**config.mk**
```make
export PLATFORM = sky130hd
export DESIGN_NAME = rs_syndrome_par
export DESIGN_NICKNAME = d
export VERILOG_FILES = /design/src/rtl/rs_pkg.sv /design/src/rtl/gf_const_mul.sv /design/src/rtl/rs_syndrome_par.sv
export SDC_FILE = /design/constraint.sdc
export NUM_CORES = 1
export LEC_CHECK = 0
export CAP_MARGIN = 20
export CORE_MARGIN = 2
export CORE_UTILIZATION = 30
export CTS_CLUSTER_SIZE = 10
export DETAILED_ROUTE_END_ITERATION = 8
export PLACE_DENSITY = 0.48
export SYNTH_ARGS = -nofsm -noshare
export SYNTH_HDL_FRONTEND = slang
export SYNTH_HIERARCHICAL = 1
export SYNTH_SLANG_ARGS = --single-unit
```
**constraint.sdc**
```tcl
create_clock -name clk -period 13 [get_ports clk]
set_input_delay 1.3 -clock clk [delete_from_list [all_inputs] [get_ports clk]]
set_output_delay 1.3 -clock clk [all_outputs]
set_load 0.1 [all_outputs]
```
**src/rtl/rs_pkg.sv**
```systemverilog
// Shared GF(256) definitions for the RS syndrome front end: field constants,
// FSM state type and elaboration-time field arithmetic helpers.
package rs_pkg;

    localparam int          GF_W    = 8;
    localparam logic [7:0]  GF_POLY = 8'h1D;   // x^8+x^4+x^3+x^2+1 with x^8 implied
    localparam int          N_MAX   = 255;

    typedef enum logic {
        ST_IDLE = 1'b0,
        ST_ACC  = 1'b1
    } rs_state_e;

    // Shift-and-add multiply, reducing by GF_POLY whenever x^8 appears.
    function automatic logic [7:0] gf_mul(input logic [7:0] a, input logic [7:0] b);
        logic [7:0] r;
        logic [7:0] x;
        r = '0;
        x = a;
        for (int i = 0; i < GF_W; i++) begin
            if (b[i]) r ^= x;
            x = {x[6:0], 1'b0} ^ (x[7] ? GF_POLY : 8'h00);
        end
        return r;
    endfunction

    function automatic logic [7:0] gf_alpha_pow(input int e);
        int         m;
        logic [7:0] r;
        m = e % 255;
        if (m < 0) m += 255;
        r = 8'h01;
        for (int i = 0; i < 255; i++) begin
            if (i < m) r = gf_mul(r, 8'h02);
        end
        return r;
    endfunction

endpackage

```
**src/rtl/gf_const_mul.sv**
```systemverilog
// Combinational GF(256) multiply by a constant: each input bit selects one
// precomputed column, so the result is a pure XOR network.
module gf_const_mul
    import rs_pkg::*;
#(
    parameter logic [7:0] CONST = 8'h02
) (
    input  logic [7:0] a_i,
    output logic [7:0] y_o
);

    logic [7:0] term [8];

    genvar gi;
    generate
        for (gi = 0; gi < 8; gi++) begin : g_col
            localparam logic [7:0] COL = gf_mul(CONST, 8'(1 << gi));
            assign term[gi] = {8{a_i[gi]}} & COL;
        end
    endgenerate

    always_comb begin
        y_o = '0;
        for (int i = 0; i < 8; i++) y_o ^= term[i];
    end

endmodule

```
**src/rtl/rs_syndrome_par.sv**
```systemverilog
// Parametrised RS syndrome generator over GF(256) with a valid/ready output buffer.
// Optional length check (len_err output) is enabled by defining RS_LEN_CHECK_EN.
module rs_syndrome_par #(
    parameter int NSYM  = 8,
    parameter int FCR   = 1,
    parameter int N_MAX = rs_pkg::N_MAX
) (
    input  logic              clk,
    input  logic              rst,
    input  logic              din_val,
    input  logic              din_sop,
    input  logic              din_eop,
    input  logic [7:0]        din,
    output logic              synd_val,
    input  logic              synd_rdy,
    output logic [NSYM*8-1:0] synd,
    output logic              synd_zero,
    output logic [8:0]        cw_len,
`ifdef RS_LEN_CHECK_EN
    output logic              len_err,
`endif
    output logic              busy,
    output logic              frame_err,
    output logic              overrun
);
    import rs_pkg::*;

    localparam int SW = NSYM * 8;

    rs_state_e   state_q, state_d;
    logic [SW-1:0] acc_q, acc_d;
    logic [8:0]  len_q, len_d;
    logic [SW-1:0] synd_q, synd_d;
    logic        synd_val_q, synd_val_d;
    logic        synd_zero_q, synd_zero_d;
    logic [8:0]  cw_len_q, cw_len_d;
    logic        frame_err_q, frame_err_d;
    logic        overrun_q, overrun_d;
`ifdef RS_LEN_CHECK_EN
    logic        len_err_q, len_err_d;
    logic        fin_len_err;
`endif

    logic [SW-1:0] mul_out;
    logic [SW-1:0] horner;
    logic [SW-1:0] fin_synd;
    logic [8:0]    len_inc;
    logic [8:0]    fin_len;
    logic          in_acc, sop_hit, acc_hit, finalise, buf_free, fin_zero;

    // One Horner step per syndrome: acc_j * alpha^(FCR+j-1) ^ din.
    genvar gi;
    generate
        for (gi = 0; gi < NSYM; gi++) begin : g_synd
            localparam logic [7:0] ROOT = gf_alpha_pow(FCR + gi);
            gf_const_mul #(.CONST(ROOT)) u_mul (
                .a_i (acc_q[gi*8 +: 8]),
                .y_o (mul_out[gi*8 +: 8])
            );
            assign horner[gi*8 +: 8] = mul_out[gi*8 +: 8] ^ din;
        end
    endgenerate

    always_comb begin
        in_acc   = (state_q == ST_ACC);
        sop_hit  = din_val & din_sop;
        acc_hit  = din_val & in_acc & ~din_sop;
        finalise = din_val & din_eop & (din_sop | in_acc);
        buf_free = ~synd_val_q | synd_rdy;

        len_inc  = (len_q == 9'd511) ? 9'd511 : len_q + 9'd1;
        fin_len  = din_sop ? 9'd1 : len_inc;
        fin_synd = din_sop ? {NSYM{din}} : horner;
`ifdef RS_LEN_CHECK_EN
        fin_len_err = (fin_len > 9'(N_MAX)) || (fin_len < 9'(NSYM + 1));
        fin_zero    = (fin_synd == '0) & ~fin_len_err;
`else
        fin_zero    = (fin_synd == '0);
`endif

        state_d = state_q;
        if (sop_hit)               state_d = din_eop ? ST_IDLE : ST_ACC;
        else if (acc_hit & din_eop) state_d = ST_IDLE;

        acc_d = acc_q;
        len_d = len_q;
        if (sop_hit) begin
            acc_d = {NSYM{din}};
            len_d = 9'd1;
        end else if (acc_hit) begin
            acc_d = horner;
            len_d = len_inc;
        end

        // A held result is only replaced when it is leaving this cycle or already gone.
        synd_val_d  = synd_val_q & ~synd_rdy;
        synd_d      = synd_q;
        synd_zero_d = synd_zero_q;
        cw_len_d    = cw_len_q;
`ifdef RS_LEN_CHECK_EN
        len_err_d   = len_err_q;
`endif
        if (finalise & buf_free) begin
            synd_val_d  = 1'b1;
            synd_d      = fin_synd;
            synd_zero_d = fin_zero;
            cw_len_d    = fin_len;
`ifdef RS_LEN_CHECK_EN
            len_err_d   = fin_len_err;
`endif
        end

        frame_err_d = sop_hit & in_acc;
        overrun_d   = finalise & ~buf_free;
    end

    always_ff @(posedge clk or posedge rst) begin
        if (rst) begin
            state_q     <= ST_IDLE;
            acc_q       <= '0;
            len_q       <= '0;
            synd_q      <= '0;
            synd_val_q  <= 1'b0;
            synd_zero_q <= 1'b0;
            cw_len_q    <= '0;
            frame_err_q <= 1'b0;
            overrun_q   <= 1'b0;
`ifdef RS_LEN_CHECK_EN
            len_err_q   <= 1'b0;
`endif
        end else begin
            state_q     <= state_d;
            acc_q       <= acc_d;
            len_q       <= len_d;
            synd_q      <= synd_d;
            synd_val_q  <= synd_val_d;
            synd_zero_q <= synd_zero_d;
            cw_len_q    <= cw_len_d;
            frame_err_q <= frame_err_d;
            overrun_q   <= overrun_d;
`ifdef RS_LEN_CHECK_EN
            len_err_q   <= len_err_d;
`endif
        end
    end

    assign synd      = synd_q;
    assign synd_val  = synd_val_q;
    assign synd_zero = synd_zero_q;
    assign cw_len    = cw_len_q;
    assign busy      = (state_q == ST_ACC);
    assign frame_err = frame_err_q;
    assign overrun   = overrun_q;
`ifdef RS_LEN_CHECK_EN
    assign len_err   = len_err_q;
`endif

endmodule

```
== Yosys cells after proc, flatten, opt, wreduce, memory -nomap -nowiden ==
Cells that the tools add are included.
Cells by class
  multiplexer cells: 11
  add/subtract/negate cells: 1
  eq/ne operators: 1
  bitwise gates (word level): 80
  reduce and logical (&&, ||, !) cells: 3
Operator list (number)
  $mux 64: 3
  $xor 8x8->8: 19
  $xor 8x5->8: 9
  $logic_not 64->1: 1
  $xor 7x8->8: 7
  $xor 8x6->8: 7
  $xor 6x7->7: 6
  $xor 8x7->8: 5
  $mux 9: 4
  $xor 5x6->6: 5
  $xor 4x5->5: 3
  $and 1x1->1: 10
  $add 9x1->9 const B: 1
  $eq 9x9->1 const B: 1
  $xor 3x4->4: 2
  $mux 1: 4
  $not 1->1: 4
  $reduce_bool 2->1: 2
  $xor 2x3->3: 1
  $or 1x1->1: 2
Word-level totals
  output and inout bits: 78
  register bits: 151
  input port bits: 14
  word-level logic and storage cells: 105

== Logic depth before layout (Yosys ltp) ==
Gate-level depths: netlist of the first run.
  depth after elaboration: 10
  depth in mapped cells: 8
  depth with buffers taken out: 8

== Cells and area by module ==
Netlist of the first run, hierarchy kept.
By module, submodules not included
  rs_syndrome_par: cells each 1056, sequential area each 3778.6 sq um, area each 9215.1 sq um, times used 1
  gf_const_mul (g_synd[7].u_mul): cells each 17, sequential area each 0.0 sq um, area each 162.7 sq um, times used 1
  gf_const_mul (g_synd[6].u_mul): cells each 16, sequential area each 0.0 sq um, area each 147.6 sq um, times used 1
  gf_const_mul (g_synd[5].u_mul): cells each 15, sequential area each 0.0 sq um, area each 138.9 sq um, times used 1
  gf_const_mul (g_synd[4].u_mul): cells each 13, sequential area each 0.0 sq um, area each 120.1 sq um, times used 1
  gf_const_mul (g_synd[3].u_mul): cells each 12, sequential area each 0.0 sq um, area each 110.1 sq um, times used 1
  gf_const_mul (g_synd[1].u_mul): cells each 8, sequential area each 0.0 sq um, area each 95.1 sq um, times used 1
  gf_const_mul (g_synd[2].u_mul): cells each 11, sequential area each 0.0 sq um, area each 92.6 sq um, times used 1
  gf_const_mul (g_synd[0].u_mul): cells each 8, sequential area each 0.0 sq um, area each 63.8 sq um, times used 1

== Worst setup path before layout of the first run ==
No wires, ideal clock.
  kind: input -> register
  from: in din[4]
  to: reg synd_zero_q, in the netlist synd_zero
  path buffers: 1
  cell stages on the path: 7
  arrival: 2.315 ns
  required time: 12.931 ns
  setup time: 0.069 ns
  setup slack: 10.616 ns
  cells stage by stage: buf_4 > and4bb_1 > a31oi_1 > o21ai_0 > nand4_1 > nor4_2 > a22o_1
Between the ends
  word-level cells in the longest chain between the ends: 3
  elaborated cells on any way between the ends: 10
  those cells by class: 1 x mux; 8 x bitwise; 1 x reduce/logical
RTL lines
  start, declared: RTL line rs_syndrome_par.sv:13  | input logic [7:0] din,
  $xor 8x8->8: RTL line rs_syndrome_par.sv:60  | assign horner[gi*8 +: 8] = mul_out[gi*8 +: 8] ^ din;
  $mux 64 (*): RTL line rs_syndrome_par.sv:73  | fin_synd = din_sop ? {NSYM{din}} : horner;
  $logic_not 64->1 (*): RTL line rs_syndrome_par.sv:78  | fin_zero = (fin_synd == '0);
  end signal, assigned: RTL line rs_syndrome_par.sv:137  | synd_zero_q <= synd_zero_d;
  end, declared: RTL line rs_syndrome_par.sv:35  | logic synd_zero_q, synd_zero_d;
Every way passes the cells marked *; elsewhere a longest branch is shown, timed or not.
A chain may end at the register's enable or synchronous reset.

== Final worst setup path of the first run ==
  from: in din[2]
  to: reg acc_q[34]
Between the ends
  word-level cells in the longest chain between the ends: 3
RTL lines
  $xor 8x8->8: RTL line rs_syndrome_par.sv:60
  $mux 64: RTL line rs_syndrome_par.sv:90  | end else if (acc_hit) begin
  $mux 64 (*): RTL line rs_syndrome_par.sv:87  | if (sop_hit) begin
  end signal, assigned: RTL line rs_syndrome_par.sv:120  | acc_q <= '0;
  end signal, assigned: RTL line rs_syndrome_par.sv:133  | acc_q <= acc_d;
  end, declared: RTL line rs_syndrome_par.sv:31  | logic [SW-1:0] acc_q, acc_d;
Every way passes the cells marked *; elsewhere a longest branch is shown, timed or not. The select of a mux whose other input is x is not followed.

==> results.tsv, run 1 <==
stage	metric	value	unit
finish	fraction of layout cells with a size suffix above 1	7.27	%
synthesis	post-synthesis sequential area ratio	37.2	%
finish	Finished Layout Cells	1645	
sta	unrepaired setup endpoints after global routing	no	
critical_path	max incr delay on CP	0.92	ns
finish	leading cell types in the layout, fill and taps excluded	151 x dfrtp_1, 149 x xnor2_1, 139 x o21ai_0, 113 x nor2_1, 92 x nand2_1	
floorplanning	# rows	67	
synthesis	ys async rst share	100	%
critical_path	Crit Path Category	in -> reg	
clock_network	Skew-Pair Late Insertion Delay	0.44	ns
critical_path	Worst setup SP type	input pin	
route	vias	8476	
critical_path	Largest delay share family, worst path	buffers and inverters	
finish	most common cell after layout, fill and taps aside	dfrtp_1	
floorplanning	I/O pin count	92	
synthesis	top cells by area, synth	dfrtp_1 37%, xnor2_1 13%, o21ai_0 6.9%	
placed_design	pre-CTS setup slack	9.00	ns
clock_network	CTS root buffer	clkbuf_16	
floorplanning	Initial Util	30.3	%
critical_path	Critical-path top delay cell	nor2_1	
synthesis	Yosys top cell area share	37.2	%
synthesis	synthesized area	0.0101	mm2
grt	antenna violations before repair	0	
synthesis	synthesized area per cell	8.78	um2
sta	Finish-stage setup viols	0	
worst_hold_path	hold crit path type	reg -> reg	
critical_path	critical path peak fanout	24	
clock_network	post-CTS resize count	0	
clock_network	setup bufs post-CTS	0	
synthesis	cell taking the most area after synthesis	dfrtp_1	
clock_network	Clock Sinks	151	
sta	final setup margin	9.40	ns
finish	final-layout fill cell count	3409	
synthesis	number of synthesized flops with an enable pin	0	
route	number of iterations in the first detailed-routing pass	5	
placed_design	placed cells	1614	
synthesis	Cell variety after synth	58	
sta	Final Skew	0.0108	ns
placed_design	# port buffers	91	
sta	fin crit share	27.7	%
sta	min Tclk post-route	3.60	ns
clock_network	Clk pin slew, worst setup/hold paths	0.06	ns
route	# DRC	0	
grt	largest net degree at the start of global routing	105	
grt	total gr overflow	0	
critical_path	WP buf/inv	3	
placed_design	placed inst area	0.0112	mm2
pwr	Lkg Pwr	4.62	nW
synthesis	warnings from Yosys	6	
grt	first-pass GRT wire length	50.7	mm
pwr	pwr/cell area	267	mW/mm2
sta	Max-slew headroom	29.9	%
placed_design	DP HPWL	21.8	mm
clock_network	CTS tree	built	
route	total routed wirelength	32.8	mm
synthesis	net count after synthesis	1171	
clock_network	H-tree levels	4	
clock_network	CTS Buffer Depth	2	
critical_path	critical-path cell list	clkdlybuf4s50_1 -> buf_4 -> inv_1 -> nor2_1 -> a22o_1 -> a21oi_1	
finish	Layout Nets	1200	
floorplanning	die width	188	um
clock_network	number of CTS-inserted buffers	17	
synthesis	main flop type after synthesis	dfrtp_1	
grt	Total GRT Usage	18.9	%
synthesis	Post-Syn Instances	1156	
floorplanning	CORE AREA	0.0334	mm2
sta	achievable clock frequency	277	MHz
placed_design	gpl congestion	0.848	
grt	vias in the first global route	8149	
floorplanning	die area	0.0353	mm2
sta	pins over their slew limit	0	
route	Starting DRT DRC Count	687	
pwr	Peak VDD IR	0.156	mV
run_status	outcome	finished, final reports clean	
route	WL per Instance	19.9	um
sta	Worst-Margin Slew	1.04	ns
route	Via density	5.15	
critical_path	crit path DAT	3.88	ns
finish	Layout area overhead	16.3	%
synthesis	Yosys reg bits	151	
critical_path	nature of the critical path endpoint	register	
route	post-route ant nets	0	
sta	Setup TNS	0	ns
clock_network	Post-CTS Hold Buffers	0	
critical_path	Worst Path Required	13.27	ns
floorplanning	Chip Height	188	um
finish	n_diodes	0	
finish	final instance area	0.0118	mm2
flow_run	max cap viols	0	
sta	Fin. Hold Viols	0	
-- worst min-delay path, stage by stage (launching register included) --
cell and delay (ns):
dfrtp_1 0.34, nand2_1 0.05, nand2_1 0.04
-- synth_stat cells, drive strengths merged (29+ instances only) --
cell    instances
a22o           63
xnor2         149
nand2          93
a31oi          29
o21ai         175
a21oi          88
nor2          116
buf            67
xor2           31
nor2b          49
dfrtp         151
clkbuf         35
-- area by class of cell --
cell class                      instances  area (um2)  share of cell area (%)
Sequential cell                       151        3780                    32.0
Clock buffer                           18         429                    3.64
Clock inverter                         13         205                    1.74
Inverter                               14        71.3                   0.605
Multi-Input combinational cell        889        5690                    48.2
Tap cell                              448         561                    4.75
Timing Repair Buffer                  112        1060                    8.99
-- power breakdown --
| part | internal, mW | switching (mW) |
|---|---|---|
| registers | 0.599 | 0.129 |
| clock network | 0.339 | 0.209 |
| logic | 0.577 | 1.30 |
| total | 1.51 | 1.64 |
-- path summary, 6_finish.rpt --
check                           cells after the start         to       from  slack [ns]
worst max-delay path                                6  acc_q[34]     din[2]        9.40
worst min-delay path                                2  cw_len[8]  cw_len[8]        0.46
worst max register to register                      8  synd_zero  acc_q[22]       10.18
worst min register to register                      2  cw_len[8]  cw_len[8]        0.46
max in group asynchronous                           3   synd[49]        rst       10.15
min in group asynchronous                           2   synd[15]        rst        1.38
-- metal layers --
layer  GRT usage (%)  vias up  part of all wire (%)
met1            27.1     4113                    48
met2            28.2      256                    44
met3            3.80       46                   5.5
met5               0        -                     0
met4            6.42        0                   2.2
li1                -     4061                     -
-- metrics by stage --
stage                     util (%)  hold WS [ns]  total power, mW
after floorplan                  -         0.490             2.10
after global placement        33.3         0.461             2.59
after detailed placement      33.4         0.457             2.61
after CTS                     35.3         0.471             3.17
after global routing          35.3         0.504             3.32
final                         35.3         0.464             3.15
-- registers in the layout, indices dropped and copies added (netlist names) --
signal     cells
synd_zero      1
synd          64
synd_val       1
cw_len         9
busy           1
overrun        1
acc_q         64
len_q          9
frame_err      1
-- logic make-up after synthesis --
logic type	after synthesis	synth area share, %
adder cells (fa/ha/maj)	1	0.123
AO/OA/AOI/OAI	388	23.2
multiplexers	1	0.111
flip-flops	151	37.2
buffers and inverters	116	6.76
AND/OR/NAND/NOR	316	16.1
XOR/XNOR	183	16.5
Note: power is estimated with default switching activity, not from simulation.
==> run 2: changes to the inputs <==
- PLACE_DENSITY: 0.48 -> 0.5
- clock period: 13 -> 3.24 ns (I/O delays scaled with it)
==> results.tsv, run 2 (same netlist as run 1, synthesis figures left out) <==
stage	metric	value	unit	change
run_status	outcome	finished, final reports clean		unchanged
route	total routed wirelength	33.2	mm	was 32.8 mm
finish	Layout area overhead	20.8	%	was 16.3%
critical_path	FF-to-FF End	synd_zero		unchanged
floorplanning	I/O pin count	92		unchanged
critical_path	Largest delay share family, worst path	XOR/XNOR gates		was buffers and inverters
placed_design	placed inst area	0.0116	mm2	was 0.0112 mm2
floorplanning	CORE AREA	0.0334	mm2	unchanged
finish	n_diodes	0		unchanged
pwr	Peak VDD IR	0.620	mV	was 0.156 mV
floorplanning	die area	0.0353	mm2	unchanged
placed_design	# port buffers	91		unchanged
pwr	Lkg Pwr	4.91	nW	was 4.62 nW
finish	most common cell after layout, fill and taps aside	dfrtp_1		unchanged
sta	fin crit share	78.6	%	
floorplanning	die width	188	um	unchanged
placed_design	gpl congestion	0.900		was 0.848
grt	largest net degree at the start of global routing	78		was 105
floorplanning	Initial Util	30.3	%	unchanged
critical_path	critical path peak fanout	7		was 24
critical_path	Critical-path top delay cell	xnor2_1		was nor2_1
clock_network	Clk pin slew, worst setup/hold paths	0.07	ns	was 0.06 ns
clock_network	Post-CTS Hold Buffers	0		unchanged
critical_path	Worst setup SP type	register		was input pin
floorplanning	# rows	67		unchanged
placed_design	placed cells	1663		was 1614
sta	min Tclk post-route	2.55	ns	
route	Via density	5.15		about the same
route	WL per Instance	19.6	um	was 19.9 um
grt	vias in the first global route	8304		was 8149
critical_path	nature of the critical path endpoint	register		unchanged
sta	Max-slew headroom	32.1	%	was 29.9%
sta	achievable clock frequency	393	MHz	
finish	Layout Nets	1249		was 1200
clock_network	CTS Buffer Depth	2		unchanged
pwr	Final Power	13.2	mW	was 3.15 mW
route	# DRC	0		unchanged
sta	pins over their slew limit	0		unchanged
critical_path	FF-to-FF path depth	8		unchanged
grt	Total GRT Usage	19.1	%	was 18.9%
route	Starting DRT DRC Count	730		was 687
grt	antenna violations before repair	0		unchanged
clock_network	H-tree levels	4		unchanged
floorplanning	Chip Height	188	um	unchanged
critical_path	max incr delay on CP	0.66	ns	was 0.92 ns
route	number of iterations in the first detailed-routing pass	5		unchanged
critical_path	WP buf/inv	0		was 3
finish	Finished Layout Cells	1695		was 1645
flow_run	max cap viols	0		unchanged
sta	Fin. Hold Viols	0		unchanged
critical_path	start of the worst register-to-register path	acc_q[22]		unchanged
critical_path	critical-path cell list	xnor2_1 -> xnor2_1 -> and4bb_1 -> a31oi_1 -> o21ai_0 -> nand4_1 -> nor4_2 -> a22o_1		was clkdlybuf4s50_1 -> buf_4 -> inv_1 -> nor2_1 -> a22o_1 -> a21oi_1
clock_network	CTS root buffer	clkbuf_16		unchanged
clock_network	setup bufs post-CTS	0		unchanged
critical_path	Crit Path Category	reg -> reg		was in -> reg
grt	first-pass GRT wire length	51.7	mm	was 50.7 mm
sta	Setup TNS	0	ns	unchanged
critical_path	most frequent CP cell	xnor2_1		
finish	final instance area	0.0123	mm2	was 0.0118 mm2
clock_network	Clock Sinks	151		unchanged
clock_network	number of CTS-inserted buffers	17		unchanged
critical_path	Worst Setup EP	synd_zero		was acc_q[34]
finish	fraction of layout cells with a size suffix above 1	11.0	%	was 7.27%
sta	unrepaired setup endpoints after global routing	no		unchanged
critical_path	instance count on the critical path	8		was 6
sta	Worst-Margin Slew	1.02	ns	was 1.04 ns
worst_hold_path	hold crit path type	in -> reg		was reg -> reg
clock_network	Skew-Pair Late Insertion Delay	0.44	ns	about the same
sta	Finish-stage setup viols	0		unchanged
sta	Final Skew	0.0112	ns	was 0.0108 ns
finish	leading cell types in the layout, fill and taps excluded	151 x dfrtp_1, 149 x xnor2_1, 139 x o21ai_0, 113 x nor2_1, 92 x nand2_1		unchanged
grt	total gr overflow	0		unchanged
clock_network	post-CTS resize count	0		unchanged
critical_path	Critical path origin	acc_q[22]		was din[2]
critical_path	crit path DAT	2.93	ns	was 3.88 ns
placed_design	DP HPWL	23.2	mm	was 21.8 mm
route	post-route ant nets	0		unchanged
critical_path	reg-to-reg slack, setup	0.69	ns	was 10.18 ns
critical_path	Worst Path Required	3.63	ns	was 13.27 ns
route	vias	8736		was 8476
pwr	pwr/cell area	1070	mW/mm2	was 267 mW/mm2
clock_network	CTS tree	built		unchanged
[run 2: changes by cell type in the layout (fill, tap and decap cells not counted)]
cell             change
inv_1                +1
clkbuf_8             +1
clkinv_4             +1
clkinvlp_4           -2
clkdlybuf4s50_1      -1
buf_4               +45
inv_2                -1
clkinv_2             +1
bufinv_16            +1
buf_12               +5
inv_6                -1
[run 2: worst min-delay path: cells and delay by family]
family                 cells  cell delay [ns]
AO/OA/AOI/OAI              1             0.14
buffers and inverters      1             0.11
AND/OR/NAND/NOR            1             0.06
[run 2: where the power goes]
group          internal [mW]  switching, mW
registers               2.40          0.488
logic                   2.65           5.32
clock network           1.46          0.844
[run 2: stage by stage]
| step | hold WS, ns | setup WS (ns) | utilization (%) |
|---|---|---|---|
| after floorplan | 0.410 | 1.01 | - |
| after global placement | 0.461 | 0.542 | 34.6 |
| after detailed placement | 0.470 | 0.549 | 34.6 |
| after CTS | 0.220 | 0.772 | 36.6 |
| after global routing | 0.260 | 0.567 | 36.6 |
| final | 0.250 | 0.695 | 36.6 |
[run 2: routing by layer]
layer / GRT usage (%) / up-vias / routed length (um)
li1: - / 4163 / -
met1: 27.5 / 4249 / 15500
met2: 29.9 / 304 / 15100
met3: 3.26 / 20 / 2190
met4: 4.60 / 0 / 448
met5: 0 / - / 0
[run 2: how the worst min path moves through the flow]
stage,start,endpoint,slack (ns),cells past startpoint
finish,din_val,overrun,0.25,3
global route,din_val,overrun,0.26,3
CTS,din_val,overrun,0.22,3
detailed placement,cw_len[6],cw_len[6],0.47,1
global placement,synd[58],synd[58],0.46,2
floorplan,din_eop,busy,0.41,1
[run 2: cell type report]
cell class,instances,area (um2)
flip-flops and latches,151,3780
repair buffers,161,1490
inverters,14,70.1
clock inverters,13,226
fillers,3358,21200
multi-input cells,889,5690
well taps,448,561
clock buffers,19,443
==> run 3: changes to the inputs <==
- PLACE_DENSITY: 0.5 -> 0.48
- clock period: 3.24 -> 2.5 ns (I/O delays scaled with it)
==> results.tsv, run 3 (same netlist as run 1, synthesis figures left out) <==
stage	metric	value	unit	change
critical_path	FF-to-FF End	synd_zero		unchanged
run_status	outcome	finished, final reports clean		unchanged
clock_network	CTS Buffer Depth	2		unchanged
clock_network	Clock Sinks	151		unchanged
worst_hold_path	hold crit path type	in -> async		was in -> reg
clock_network	CTS tree	built		unchanged
placed_design	# port buffers	91		unchanged
critical_path	Worst Setup EP	synd_zero		unchanged
grt	total gr overflow	0		unchanged
finish	n_diodes	0		unchanged
route	total routed wirelength	33.5	mm	was 33.2 mm
pwr	Switching Share	50.8	%	was 50.5%
grt	first-pass GRT wire length	51.8	mm	was 51.7 mm
placed_design	DP HPWL	23.2	mm	about the same
pwr	combinational power share	61.6	%	was 60.5%
clock_network	Skew-Pair Late Insertion Delay	0.45	ns	was 0.44 ns
floorplanning	I/O pin count	92		unchanged
critical_path	reg-to-reg slack, setup	0.18	ns	was 0.69 ns
critical_path	Critical path origin	acc_q[54]		was acc_q[22]
sta	fin crit share	92.7	%	was 78.6%
floorplanning	CORE AREA	0.0334	mm2	unchanged
sta	unrepaired setup endpoints after global routing	no		unchanged
pwr	Lkg Pwr	5.13	nW	was 4.91 nW
critical_path	nature of the critical path endpoint	register		unchanged
floorplanning	Initial Util	30.3	%	unchanged
clock_network	Clk pin slew, worst setup/hold paths	0.07	ns	about the same
finish	fraction of layout cells with a size suffix above 1	18.5	%	was 11.0%
route	Starting DRT DRC Count	775		was 730
grt	vias in the first global route	8323		was 8304
pwr	pwr/cell area	1330	mW/mm2	was 1070 mW/mm2
pwr	Final Power	16.3	mW	was 13.2 mW
route	post-route ant nets	0		unchanged
clock_network	CTS root buffer	clkbuf_16		unchanged
sta	achievable clock frequency	431	MHz	was 393 MHz
finish	leading cell types in the layout, fill and taps excluded	156 x buf_4, 151 x dfrtp_1, 147 x xnor2_1, 139 x o21ai_0, 113 x nor2_1		was 151 x dfrtp_1, 149 x xnor2_1, 139 x o21ai_0, 113 x nor2_1, 92 x nand2_1
finish	Layout Nets	1271		was 1249
sta	pins over their slew limit	0		unchanged
finish	Layout area overhead	20.9	%	was 20.8%
clock_network	number of CTS-inserted buffers	17		unchanged
critical_path	start of the worst register-to-register path	acc_q[54]		was acc_q[22]
floorplanning	# rows	67		unchanged
sta	Max-slew headroom	37.7	%	was 32.1%
grt	largest net degree at the start of global routing	74		was 78
pwr	Int Power	8.04	mW	was 6.51 mW
sta	Final Skew	0.0165	ns	was 0.0112 ns
finish	footprint of the multi-input gates	0.00571	mm2	was 0.00569 mm2
clock_network	H-tree levels	4		unchanged
critical_path	crit path DAT	2.71	ns	was 2.93 ns
critical_path	critical path peak fanout	6		was 7
pwr	switching power	8.30	mW	was 6.65 mW
finish	most common cell after layout, fill and taps aside	buf_4		was dfrtp_1
floorplanning	die width	188	um	unchanged
clock_network	setup bufs post-CTS	0		unchanged
critical_path	Worst Path Required	2.89	ns	was 3.63 ns
sta	Setup TNS	0	ns	unchanged
floorplanning	Chip Height	188	um	unchanged
route	# DRC	0		unchanged
sta	Fin. Hold Viols	0		unchanged
finish	register area	0.00378	mm2	unchanged
critical_path	Worst setup SP type	register		unchanged
placed_design	gpl congestion	0.819		was 0.900
critical_path	FF-to-FF path depth	8		unchanged
critical_path	Crit Path Category	reg -> reg		unchanged
flow_run	max cap viols	0		unchanged
pwr	Peak VDD IR	0.711	mV	was 0.620 mV
sta	min Tclk post-route	2.32	ns	was 2.55 ns
pwr	sequential share of power	22.7	%	was 22.0%
sta	Worst-Margin Slew	0.934	ns	was 1.02 ns
grt	Total GRT Usage	19.1	%	about the same
pwr	Clk pwr share	15.7	%	was 17.5%
sta	Finish-stage setup viols	0		unchanged
finish	final-layout fill cell count	3416		was 3358
route	WL per Instance	19.6	um	about the same
grt	antenna violations before repair	0		unchanged
route	number of iterations in the first detailed-routing pass	6		was 5
route	vias	8743		was 8736
route	Via density	5.10		was 5.15
floorplanning	die area	0.0353	mm2	unchanged
run 3: cell types whose count changed in the layout (fill, tap and decap cells not counted), sizes merged:
cell / previous run / this run
clkdlybuf4s50: 88 / 11
buf: 73 / 172
bufinv: 7 / 3
clkinv: 7 / 5
clkinvlp: 1 / 2
clkbuf: 19 / 22
run 3: layout make-up:
cell class              count  area share, %
clock inverters             8          0.816
inverters                  14          0.571
clock buffers              22           3.78
repair buffers            183           12.9
well taps                 448           4.57
multi-input cells         889           46.5
flip-flops and latches    151           30.8
run 3: worst min path at each step:
stage / startpoint / slack [ns] / to
finish: rst / 0.08 / overrun
global route: rst / 0.09 / synd_val
CTS: rst / 0.07 / overrun
detailed placement: synd[5] / 0.48 / synd[5]
global placement: synd[61] / 0.46 / synd[61]
floorplan: din_eop / 0.34 / busy
run 3: layer usage:
layer  vias up  wire, um  share of wire, %  global-route usage [%]
met5         -         0                 0                       0
met3        32      1400               4.2                    2.94
met2       226     15100                45                    29.5
li1       4209         -                 -                       -
met4         0       544               1.6                    4.85
met1      4276     16500                49                    28.0
run 3: timing repair:
action                                 CTS  global route
setup endpoints to repair                0             1
endpoints found under the hold margin    0             0
gates resized for setup                  0             2
hold buffers                             0             0
run 3: critical path: stages, from the launching register on:
cell and delay (ns):
dfrtp_1 0.43, xnor2_1 0.16, xnor2_1 0.55, nor4bb_1 0.35, a31oi_1 0.07, o21ai_1 0.15, nand4_1 0.13, nor4_2 0.28
a22o_1 0.15
run 3: power by group through the flow:
stage          logic, mW  registers, mW  clock network [mW]
2_1_floorplan       4.26           6.66                   0
3_3_place_gp        9.98           3.74                   0
4_1_cts             10.0           3.73                2.62
6_report            10.1           3.71                2.56
3_5_place_dp        10.0           3.77                   0
5_1_grt             10.7           3.82                2.71
run 3: metrics by stage:
step	instance area, um2	setup slack (ns)	std cells	hold slack [ns]	utilization [%]
6_report	12300	0.182	1715	0.0767	36.7
3_5_place_dp	11700	0.132	1685	0.475	34.9
4_1_cts	12300	0.112	1715	0.0668	36.6
5_1_grt	12300	0.0108	1715	0.0895	36.7
3_3_place_gp	11700	0.151	1685	0.464	34.9
2_1_floorplan	10100	0.319	1156	0.336	-
